$ cat config.mk
export PLATFORM = sky130hd
export DESIGN_NAME = clint
export DESIGN_NICKNAME = d
export VERILOG_FILES = /design/src/rtl/clint.sv
export SDC_FILE = /design/constraint.sdc
export NUM_CORES = 1
export LEC_CHECK = 0
export ABC_AREA = 0
export CORE_ASPECT_RATIO = 0.6
export CORE_MARGIN = 4
export CORE_UTILIZATION = 55
export CTS_CLUSTER_SIZE = 25
export DETAILED_ROUTE_END_ITERATION = 7
export GPL_TIMING_DRIVEN = 0
export PLACE_DENSITY = 0.75
export SLEW_MARGIN = 0
export SYNTH_ARGS = -nofsm -noshare
export SYNTH_HDL_FRONTEND = slang
export SYNTH_SLANG_ARGS = --single-unit
export TNS_END_PERCENT = 5
$ cat constraint.sdc
create_clock -name clk -period 3.9 [get_ports clk]
set_clock_uncertainty 0.15 [all_clocks]
set_input_delay 0.78 -clock clk [delete_from_list [all_inputs] [get_ports clk]]
set_output_delay 0.78 -clock clk [all_outputs]
set_load 0.05 [all_outputs]
$ cat src/rtl/clint.sv
// ---------------------------------------------------------------------------
// clint -- core-local interruptor
//
// Memory-mapped 64-bit machine timer (mtime / mtimecmp) and the machine
// software-interrupt bit (msip). IRQ3 carries msip[0] and IRQ7 carries the
// timer compare (mtime >= mtimecmp) into the CSR unit. The block sits on the
// CPU data bus as a valid/ready slave.
//
// Register map (byte offsets, addr[1:0] ignored):
//   0x0000 msip (bit 0 only)      0x4000 mtimecmp[31:0]   0x4004 mtimecmp[63:32]
//   0xBFF8 mtime[31:0]            0xBFFC mtime[63:32]
//   Any other offset reads 0, ignores writes and is still acknowledged.
//
// Parameters:
//   TICK_DIV   clk cycles per mtime increment (>= 1)
//   DIV_WIDTH  prescaler width; TICK_DIV-1 must fit
//
// Ports:
//   clk     in   system clock
//   resetn  in   asynchronous active-low reset
//   valid   in   bus request, held until ready
//   ready   out  one-cycle acknowledge pulse
//   addr    in   [15:0] byte offset inside the CLINT window
//   wdata   in   [31:0] write data
//   wstrb   in   [3:0]  byte enables, 4'b0000 means read
//   rdata   out  [31:0] read data, valid while ready=1, 0 otherwise
//   IRQ3    out  machine software interrupt
//   IRQ7    out  machine timer interrupt
// ---------------------------------------------------------------------------
module clint #(
    parameter int TICK_DIV  = 1,
    parameter int DIV_WIDTH = 16
) (
    input  logic        clk,
    input  logic        resetn,
    input  logic        valid,
    output logic        ready,
    input  logic [15:0] addr,
    input  logic [31:0] wdata,
    input  logic [3:0]  wstrb,
    output logic [31:0] rdata,
    output logic        IRQ3,
    output logic        IRQ7
);

    // Word addresses (byte offset >> 2)
    localparam logic [13:0] A_MSIP   = 14'h0000;
    localparam logic [13:0] A_CMP_LO = 14'h1000;
    localparam logic [13:0] A_CMP_HI = 14'h1001;
    localparam logic [13:0] A_MT_LO  = 14'h2FFE;
    localparam logic [13:0] A_MT_HI  = 14'h2FFF;

    localparam logic [DIV_WIDTH-1:0] PRESC_LAST = DIV_WIDTH'(TICK_DIV - 1);

    typedef enum logic {
        ST_IDLE = 1'b0,
        ST_ACK  = 1'b1
    } state_t;

    state_t                r_state;
    logic                  r_ready;
    logic [31:0]           r_rdata;
    logic [63:0]           r_mtime;
    logic [63:0]           r_mtimecmp;
    logic                  r_msip;
    logic [DIV_WIDTH-1:0]  r_presc;
    logic                  r_irq3;
    logic                  r_irq7;

    logic [13:0]           w_word;
    logic                  w_req;
    logic                  w_wr;
    logic                  w_tick;
    logic [31:0]           w_wmask;
    logic [31:0]           w_rdata;
    logic [31:0]           w_cmp_lo_new;
    logic [31:0]           w_cmp_hi_new;
    logic [31:0]           w_mt_lo_new;
    logic [31:0]           w_mt_hi_new;
    logic                  w_unused_addr;

    assign w_word        = addr[15:2];
    assign w_unused_addr = ^addr[1:0];

    // A request is only taken in IDLE, so a valid held through ACK cannot
    // be accepted twice.
    assign w_req = (r_state == ST_IDLE) && valid;
    assign w_wr  = w_req && (wstrb != 4'b0000);

    // Expand byte strobes into a bit mask for read-modify-write merges.
    genvar gi;
    generate
        for (gi = 0; gi < 4; gi++) begin : g_mask
            assign w_wmask[8*gi +: 8] = {8{wstrb[gi]}};
        end
    endgenerate

    assign w_cmp_lo_new = (r_mtimecmp[31:0]  & ~w_wmask) | (wdata & w_wmask);
    assign w_cmp_hi_new = (r_mtimecmp[63:32] & ~w_wmask) | (wdata & w_wmask);
    assign w_mt_lo_new  = (r_mtime[31:0]     & ~w_wmask) | (wdata & w_wmask);
    assign w_mt_hi_new  = (r_mtime[63:32]    & ~w_wmask) | (wdata & w_wmask);

    // Read mux works on pre-edge register values, so an mtime read returns
    // the count before any increment happening on the same edge.
    always_comb begin
        w_rdata = 32'h0;
        case (w_word)
            A_MSIP:   w_rdata = {31'h0, r_msip};
            A_CMP_LO: w_rdata = r_mtimecmp[31:0];
            A_CMP_HI: w_rdata = r_mtimecmp[63:32];
            A_MT_LO:  w_rdata = r_mtime[31:0];
            A_MT_HI:  w_rdata = r_mtime[63:32];
            default:  w_rdata = 32'h0;
        endcase
    end

    // Bus FSM with registered ready/rdata.
    always_ff @(posedge clk or negedge resetn) begin
        if (!resetn) begin
            r_state <= ST_IDLE;
            r_ready <= 1'b0;
            r_rdata <= 32'h0;
        end else begin
            case (r_state)
                ST_IDLE: begin
                    if (valid) begin
                        r_state <= ST_ACK;
                        r_ready <= 1'b1;
                        r_rdata <= w_rdata;
                    end else begin
                        r_ready <= 1'b0;
                        r_rdata <= 32'h0;
                    end
                end
                ST_ACK: begin
                    r_state <= ST_IDLE;
                    r_ready <= 1'b0;
                    r_rdata <= 32'h0;
                end
                default: begin
                    r_state <= ST_IDLE;
                    r_ready <= 1'b0;
                    r_rdata <= 32'h0;
                end
            endcase
        end
    end

    // Free-running prescaler; bus traffic never touches it.
    assign w_tick = (r_presc == PRESC_LAST);

    always_ff @(posedge clk or negedge resetn) begin
        if (!resetn) begin
            r_presc <= '0;
        end else if (w_tick) begin
            r_presc <= '0;
        end else begin
            r_presc <= r_presc + DIV_WIDTH'(1);
        end
    end

    // mtime: a write to either half takes priority over the tick and
    // suppresses the increment entirely (no carry into the other half).
    always_ff @(posedge clk or negedge resetn) begin
        if (!resetn) begin
            r_mtime <= 64'h0;
        end else if (w_wr && (w_word == A_MT_LO)) begin
            r_mtime[31:0] <= w_mt_lo_new;
        end else if (w_wr && (w_word == A_MT_HI)) begin
            r_mtime[63:32] <= w_mt_hi_new;
        end else if (w_tick) begin
            r_mtime <= r_mtime + 64'h1;
        end
    end

    always_ff @(posedge clk or negedge resetn) begin
        if (!resetn) begin
            r_mtimecmp <= 64'hFFFF_FFFF_FFFF_FFFF;
            r_msip     <= 1'b0;
        end else if (w_wr) begin
            case (w_word)
                A_CMP_LO: r_mtimecmp[31:0]  <= w_cmp_lo_new;
                A_CMP_HI: r_mtimecmp[63:32] <= w_cmp_hi_new;
                A_MSIP:   if (wstrb[0]) r_msip <= wdata[0];
                default:  ;
            endcase
        end
    end

    // Interrupt outputs are registered from the current register state,
    // giving one cycle of latency after the condition holds.
    always_ff @(posedge clk or negedge resetn) begin
        if (!resetn) begin
            r_irq3 <= 1'b0;
            r_irq7 <= 1'b0;
        end else begin
            r_irq3 <= r_msip;
            r_irq7 <= (r_mtime >= r_mtimecmp);
        end
    end

    assign ready = r_ready;
    assign rdata = r_rdata;
    assign IRQ3  = r_irq3;
    assign IRQ7  = r_irq7;

endmodule

==> results of run 1 <==
==> metal layers <==
metal,global-route usage,vias to the layer above
li1,-,4541
met1,0.530,4912
met2,0.445,705
met3,0.111,68
met4,0.0968,0
met5,0,-
==> metrics by stage <==
step | utilization | hold WS (ns) | TNS, ns | setup WS, ns | std cells
finish | 0.663 | 0.215 | 0 | 0.124 | 1540
global route | 0.663 | 0.294 | 0 | 0.0714 | 1540
CTS | 0.663 | 0.280 | 0 | 0.0415 | 1540
detailed placement | 0.631 | 0.257 | -27.48 | -0.460 | 1508
global placement | 0.629 | 0.251 | -874.41 | -5.60 | 1507
floorplan | - | 0.218 | 0 | 0.997 | 1156
==> cell usage in the layout, fill, tap and decap left out, types with 10 or more instances in the layout <==
cell             synthesis  final
nand2_1                127    127
dfrtp_1                116    116
clkdlybuf4s50_1          0     84
inv_1                   82     82
nor2_1                  79     79
ha_1                    67     67
o21ai_0                 65     65
dfstp_2                 64     64
mux2_2                  59     59
nand3_1                 52     52
a21oi_1                 52     51
clkbuf_1                45     48
nand4_1                 34     34
a222oi_1                31     31
nor3_1                  30     28
and3_1                  18     18
clkbuf_16                0     17
nor4_1                  16     16
o211ai_1                16     16
a211oi_1                15     15
mux2i_1                 14     14
xnor2_1                 11     11
a31oi_1                 11     11
and4_1                  10     10
==> cell type report <==
type | count | area, um^2
fill | 1615 | 6480
multi-input combinational | 841 | 5820
sequential | 180 | 4580
timing repair buffer | 86 | 883
clock buffer | 23 | 478
tap | 266 | 333
inverter | 82 | 308
buffer | 53 | 214
clock inverter | 9 | 129
==> worst reg2reg max path: stages (launching register included) <==
cell	delay (ns)
dfrtp_1	0.48
nand3_1	0.37
nor3_2	0.79
nand2_1	0.43
nor4_2	0.75
a31oi_1	0.18
o32a_1	0.32
==> worst min path at each step <==
stage                             from             endpoint  slack [ns]  depth (start not counted)
detailed placement  r_msip$_DFFE_PN0P_       IRQ3$_DFF_PN0_        0.26                          0
global route        r_msip$_DFFE_PN0P_       IRQ3$_DFF_PN0_        0.29                          0
floorplan           r_msip$_DFFE_PN0P_       IRQ3$_DFF_PN0_        0.22                          0
finish                          resetn  rdata[18]$_DFF_PN0_        0.22                          1
CTS                 r_msip$_DFFE_PN0P_       IRQ3$_DFF_PN0_        0.28                          0
global placement    r_msip$_DFFE_PN0P_       IRQ3$_DFF_PN0_        0.25                          0
==> where the power goes <==
group	switching, mW	total (mW)	internal (mW)	leakage (nW)
sequential	0.0620	1.96	1.90	2.20
clock	0.757	1.82	1.06	0.294
combinational	0.164	0.285	0.121	2.78
==> cells by family after synthesis <==
family	Yosys count	share of synthesized area
AOI/OAI and AO/OA	273	0.176
xor gates and xnor gates	15	0.0120
adders and majority gates	67	0.0768
buffers and inverters	135	0.0478
DFF	180	0.420
muxes	73	0.0737
and+or+nand+nor	413	0.193
==> impl_metrics.csv, run 1 <==
group,metric,value,unit
floorplanning,coreArea,0.0192,mm^2
synthesis,ys_warn_count,0,
detailed_routing,top_layer,"met4",
final_layout,num-nets-final,1383,
pwr,irDropWorstVdd,0.000308,V
synthesis,synthesis.nets,1278,
detailed_routing,wl_met1,16900,um
sta,min_period_over_period,0.968,
clocking,cts_setup_buffers,0,
pwr,power.total,4.06,mW
clocking,clock_latency,0.45,ns
clocking,ctsHoldBuffers,0,
synthesis,yosys_most_used_dff,"dfrtp_1",
synthesis,synth.cell_area,0.0109,mm^2
worst_hold_path,hp-class,"primary input to async pin",
floorplanning,die-area,0.0222,mm^2
clocking,cts_tree,"done",
setup_path,start_kind,"primary input",
setup_path,crit_path_max_fanout,10,
sta,rsz0062_at_grt,"false",
detailed_routing,vias_per_cell,6.64,
setup_path,cp.required,4.08,ns
job,maxCapViolCount,0,
setup_path,slowest_stage,"clkbuf_1",
detailed_routing,vias,10200,
floorplanning,die_h,117,um
setup_path,r2r_slack,0.31,ns
synthesis,ys_seq_area_frac,0.420,
setup_path,slowest_delay,0.75,ns
setup_path,arrival,3.95,ns
synthesis,synth_edf_count,0,
synthesis,ys_ff_latch,180,
floorplanning,rows,39,
setup_path,worst-path-stages,9,
setup_path,critPathTopFamily,"simple AND/OR/NAND/NOR gates",
placement,placed_area,0.0121,mm^2
sta,relSlewSlack,0.290,
clocking,cts_num_sinks,180,
sta,worst_pin_slew,1.06,ns
setup_path,cp.buffers_inverters,3,
synthesis,synthArstFlopShare,1.00,
placement,gp_congestion,1.02,
detailed_routing,drc,0,
floorplanning,initial_core_util,0.567,
sta,max_freq,265,MHz
clocking,clkTransAtPathRegs,0.06,ns
global_route,grtUsageTotal,0.340,
setup_path,path_class,"primary input to flip-flop",
synthesis,synth_area_per_cell,9.44,um^2
sta,drv_slew,0,
clocking,cts_resized,1,
clocking,cts_buffers,17,
detailed_routing,wl_per_cell,24.2,um
setup_path,reg2regPathDepth,6,
detailed_routing,drtIter0Drc,1583,
setup_path,crit_path_end_kind,"flip-flop",
clocking,clockBufferDepth,2,
floorplanning,ios,90,
run_status,status,"finished, final reports clean",
placement,hpwl,27900,um
global_route,grt_max_degree,113,
detailed_routing,first_pass_iters,6,
clocking,root_buffer,"clkbuf_16",
floorplanning,die_x,190,um
setup_path,cp_cell_sequence,"clkdlybuf4s50_1 -> nand2b_1 -> or4_1 -> buf_2 -> nor3_4 -> clkbuf_1 -> nor2_1 -> a32oi_1 -> nand2_1",
synthesis,synth_common_cells,"127 x nand2_1, 116 x dfrtp_1, 82 x inv_1",
final_layout,area_growth,16.8,%
setup_path,crit_path_start,"addr[14]",
detailed_routing,final_antenna_net_count,0,
final_layout,num_antenna_cells,0,
synthesis,synth_top_area_share,0.266,
sta,finalCriticalPeriod,3.78,ns
synthesis,yosysMostFrequentCell,"nand2_1",
final_layout,drive_gt1_frac,0.147,
final_layout,stdcell_area,0.0127,mm^2
synthesis,synth.area.top_cells,"dfrtp_1 27%, dfstp_2 15%, ha_1 7.7%",
detailed_routing,wl_met3,5660,um
global_route,grt_overflow_total,0,
global_route,antenna_found_initial,0,
synthesis,syn_inst,1156,
placement,numPortBuffers,85,
pwr,p_leak,5.27,nW
detailed_routing,wl_met2,13900,um
clocking,h-tree-depth,4,
synthesis,yosysTopAreaCell,"dfrtp_1",
synthesis,synth_cell_type_count,74,
global_route,grt_pass1_wl,57100,um
pwr,power_density,319,mW/mm^2
global_route,grt_pass1_vias,9591,
detailed_routing,routed_wl,37300,um
sta,hold_viol,0,
sta,setup-violations-final,0,
Note: power is estimated with default switching activity, not from simulation.
==> run 2, diff against run 1 <==
--- a/config.mk
+++ b/config.mk
@@ -6,6 +6,7 @@
 export NUM_CORES = 1
 export LEC_CHECK = 0
 export ABC_AREA = 0
+export CAP_MARGIN = 15
 export CORE_ASPECT_RATIO = 0.6
 export CORE_MARGIN = 4
 export CORE_UTILIZATION = 55
==> impl_metrics.csv, run 2 (synthesis gave the netlist of run 1 again) <==
group,metric,value,unit
run_status,status,"finished, final reports clean",
detailed_routing,drtIter0Drc,1533,
setup_path,start_kind,"primary input",
sta,rsz0062_at_grt,"false",
clocking,root_buffer,"clkbuf_16",
setup_path,timing.rr.start,"r_presc[0]$_DFF_PN0_",
setup_path,cp.buffers_inverters,3,
sta,setup-violations-final,0,
setup_path,r2r_slack,0.25,ns
placement,hpwl,27900,um
setup_path,cp.required,4.08,ns
global_route,antenna_found_initial,2,
clocking,clock_latency,0.44,ns
placement,numPortBuffers,85,
setup_path,arrival,4.05,ns
setup_path,slowest_delay,0.78,ns
setup_path,crit_path_max_fanout,10,
final_layout,area_growth,16.6,%
detailed_routing,routed_wl,37700,um
clocking,clockBufferDepth,2,
global_route,grt_overflow_total,0,
global_route,grt_pass1_wl,57500,um
detailed_routing,first_pass_iters,6,
global_route,grtUsageTotal,0.344,
final_layout,num_antenna_cells,0,
sta,drv_slew,0,
final_layout,drive_gt1_frac,0.148,
clocking,cts_buffers,17,
final_layout,stdcell_area,0.0127,mm^2
pwr,irDropWorstVdd,0.000307,V
setup_path,path_class,"primary input to flip-flop",
sta,max_freq,259,MHz
worst_hold_path,hp-class,"primary input to async pin",
floorplanning,coreArea,0.0192,mm^2
pwr,power.total,4.00,mW
clocking,clkTransAtPathRegs,0.07,ns
clocking,cts_setup_buffers,0,
detailed_routing,final_antenna_net_count,0,
setup_path,cp_cell_sequence,"clkdlybuf4s50_1 -> nand2b_1 -> or4_1 -> buf_2 -> nor3_4 -> clkbuf_1 -> o221ai_1 -> o21ai_0 -> nand2_1",
setup_path,critPathTopFamily,"buffers and inverters",
setup_path,slowest_stage,"clkbuf_1",
clocking,ctsHoldBuffers,0,
sta,hold_viol,0,
global_route,grt_max_degree,113,
pwr,p_leak,5.27,nW
sta,min_period_over_period,0.992,
placement,dp.cells,1509,
clocking,cts_num_sinks,180,
detailed_routing,vias_per_cell,6.61,
setup_path,reg2regPathDepth,9,
setup_path,crit_path_end_kind,"flip-flop",
global_route,grt_pass1_vias,9629,
floorplanning,die-area,0.0222,mm^2
detailed_routing,wl_per_cell,24.4,um
floorplanning,rows,39,
floorplanning,initial_core_util,0.567,
floorplanning,ios,90,
final_layout,final_cells,1542,
placement,gp_congestion,1.02,
final_layout,num-nets-final,1385,
floorplanning,die_h,117,um
detailed_routing,drc,0,
job,maxCapViolCount,0,
clocking,h-tree-depth,4,
pwr,power_density,314,mW/mm^2
final_layout,most-common-layout-cells,"127 x nand2_1, 116 x dfrtp_1, 84 x clkdlybuf4s50_1, 82 x inv_1, 79 x nor2_1",
final_layout,fillers,1586,
sta,finalCriticalPeriod,3.87,ns
clocking,cts_tree,"done",
sta,relSlewSlack,0.319,
sta,worst_pin_slew,1.01,ns
placement,placed_area,0.0121,mm^2
detailed_routing,vias,10200,
final_layout,final_common_cell,"nand2_1",
floorplanning,die_x,190,um
## run 2: worst reg2reg max path: stages (launching register included)
cell and delay, ns:
dfrtp_1 0.42, inv_1 0.07, ha_1 0.18, nor4b_2 0.25, nand4_1 0.48, a21oi_2 0.77
clkbuf_1 0.66, nand2_1 0.19, nand3_1 0.15, o311ai_0 0.15
## run 2: worst max path at each step
stage                   from            endpoint  slack (ns)  cells after the start
floorplan           wstrb[2]           flip-flop         1.0                      6
global placement      resetn  rdata[1]$_DFF_PN0_       -5.60                      1
detailed placement  wstrb[1]           flip-flop       -0.36                      7
CTS                  addr[4]           flip-flop        0.11                      8
global route        addr[14]           flip-flop       0.001                      9
finish              addr[14]           flip-flop        0.03                      9
## run 2: metrics by stage
stage	setup TNS [ns]	setup WS [ns]	util	hold slack, ns
floorplan	0	0.997	-	0.218
global placement	-874.41	-5.60	0.629	0.251
detailed placement	-15.74	-0.359	0.631	0.253
CTS	0	0.112	0.662	0.270
global route	0	0.00138	0.662	0.277
finish	0	0.0322	0.662	0.238
## run 2: final cells by class
type | count | area (um^2) | area share
well taps | 266 | 333 | 0.0262
multi-input cells | 841 | 5810 | 0.456
plain buffers | 53 | 214 | 0.0168
clock buffers | 20 | 457 | 0.0359
repair buffers | 88 | 893 | 0.0702
clock inverters | 12 | 129 | 0.0101
inverters | 82 | 308 | 0.0242
flip-flops and latches | 180 | 4580 | 0.360
## run 2: what timing repair did
item | in CTS | in global routing
resized for setup | 1 | 0
hold endpoints to repair | 0 | 0
endpoints found under the setup margin | 1 | 0
## run 2: layer usage
| layer | GRT usage | vias up | wire [um] |
|---|---|---|---|
| met5 | 0 | - | 20 |
| met4 | 0.0992 | 4 | 770 |
| met3 | 0.122 | 69 | 5450 |
| met2 | 0.459 | 668 | 14500 |
| met1 | 0.522 | 4908 | 17000 |
| li1 | - | 4550 | - |
## run 2: where the power goes
part	switching [mW]	internal [mW]	total (mW)
registers	0.0613	1.90	1.96
logic	0.167	0.121	0.288
clock network	0.771	0.978	1.75
==> run 3, diff against run 2 <==
--- a/config.mk
+++ b/config.mk
@@ -10,7 +10,7 @@
 export CORE_ASPECT_RATIO = 0.6
 export CORE_MARGIN = 4
 export CORE_UTILIZATION = 55
-export CTS_CLUSTER_SIZE = 25
+export CTS_CLUSTER_SIZE = 16
 export DETAILED_ROUTE_END_ITERATION = 7
 export GPL_TIMING_DRIVEN = 0
 export PLACE_DENSITY = 0.75
==> results of run 3 <==
No change in the layout: final DEF, timing and power equal those of run 2.
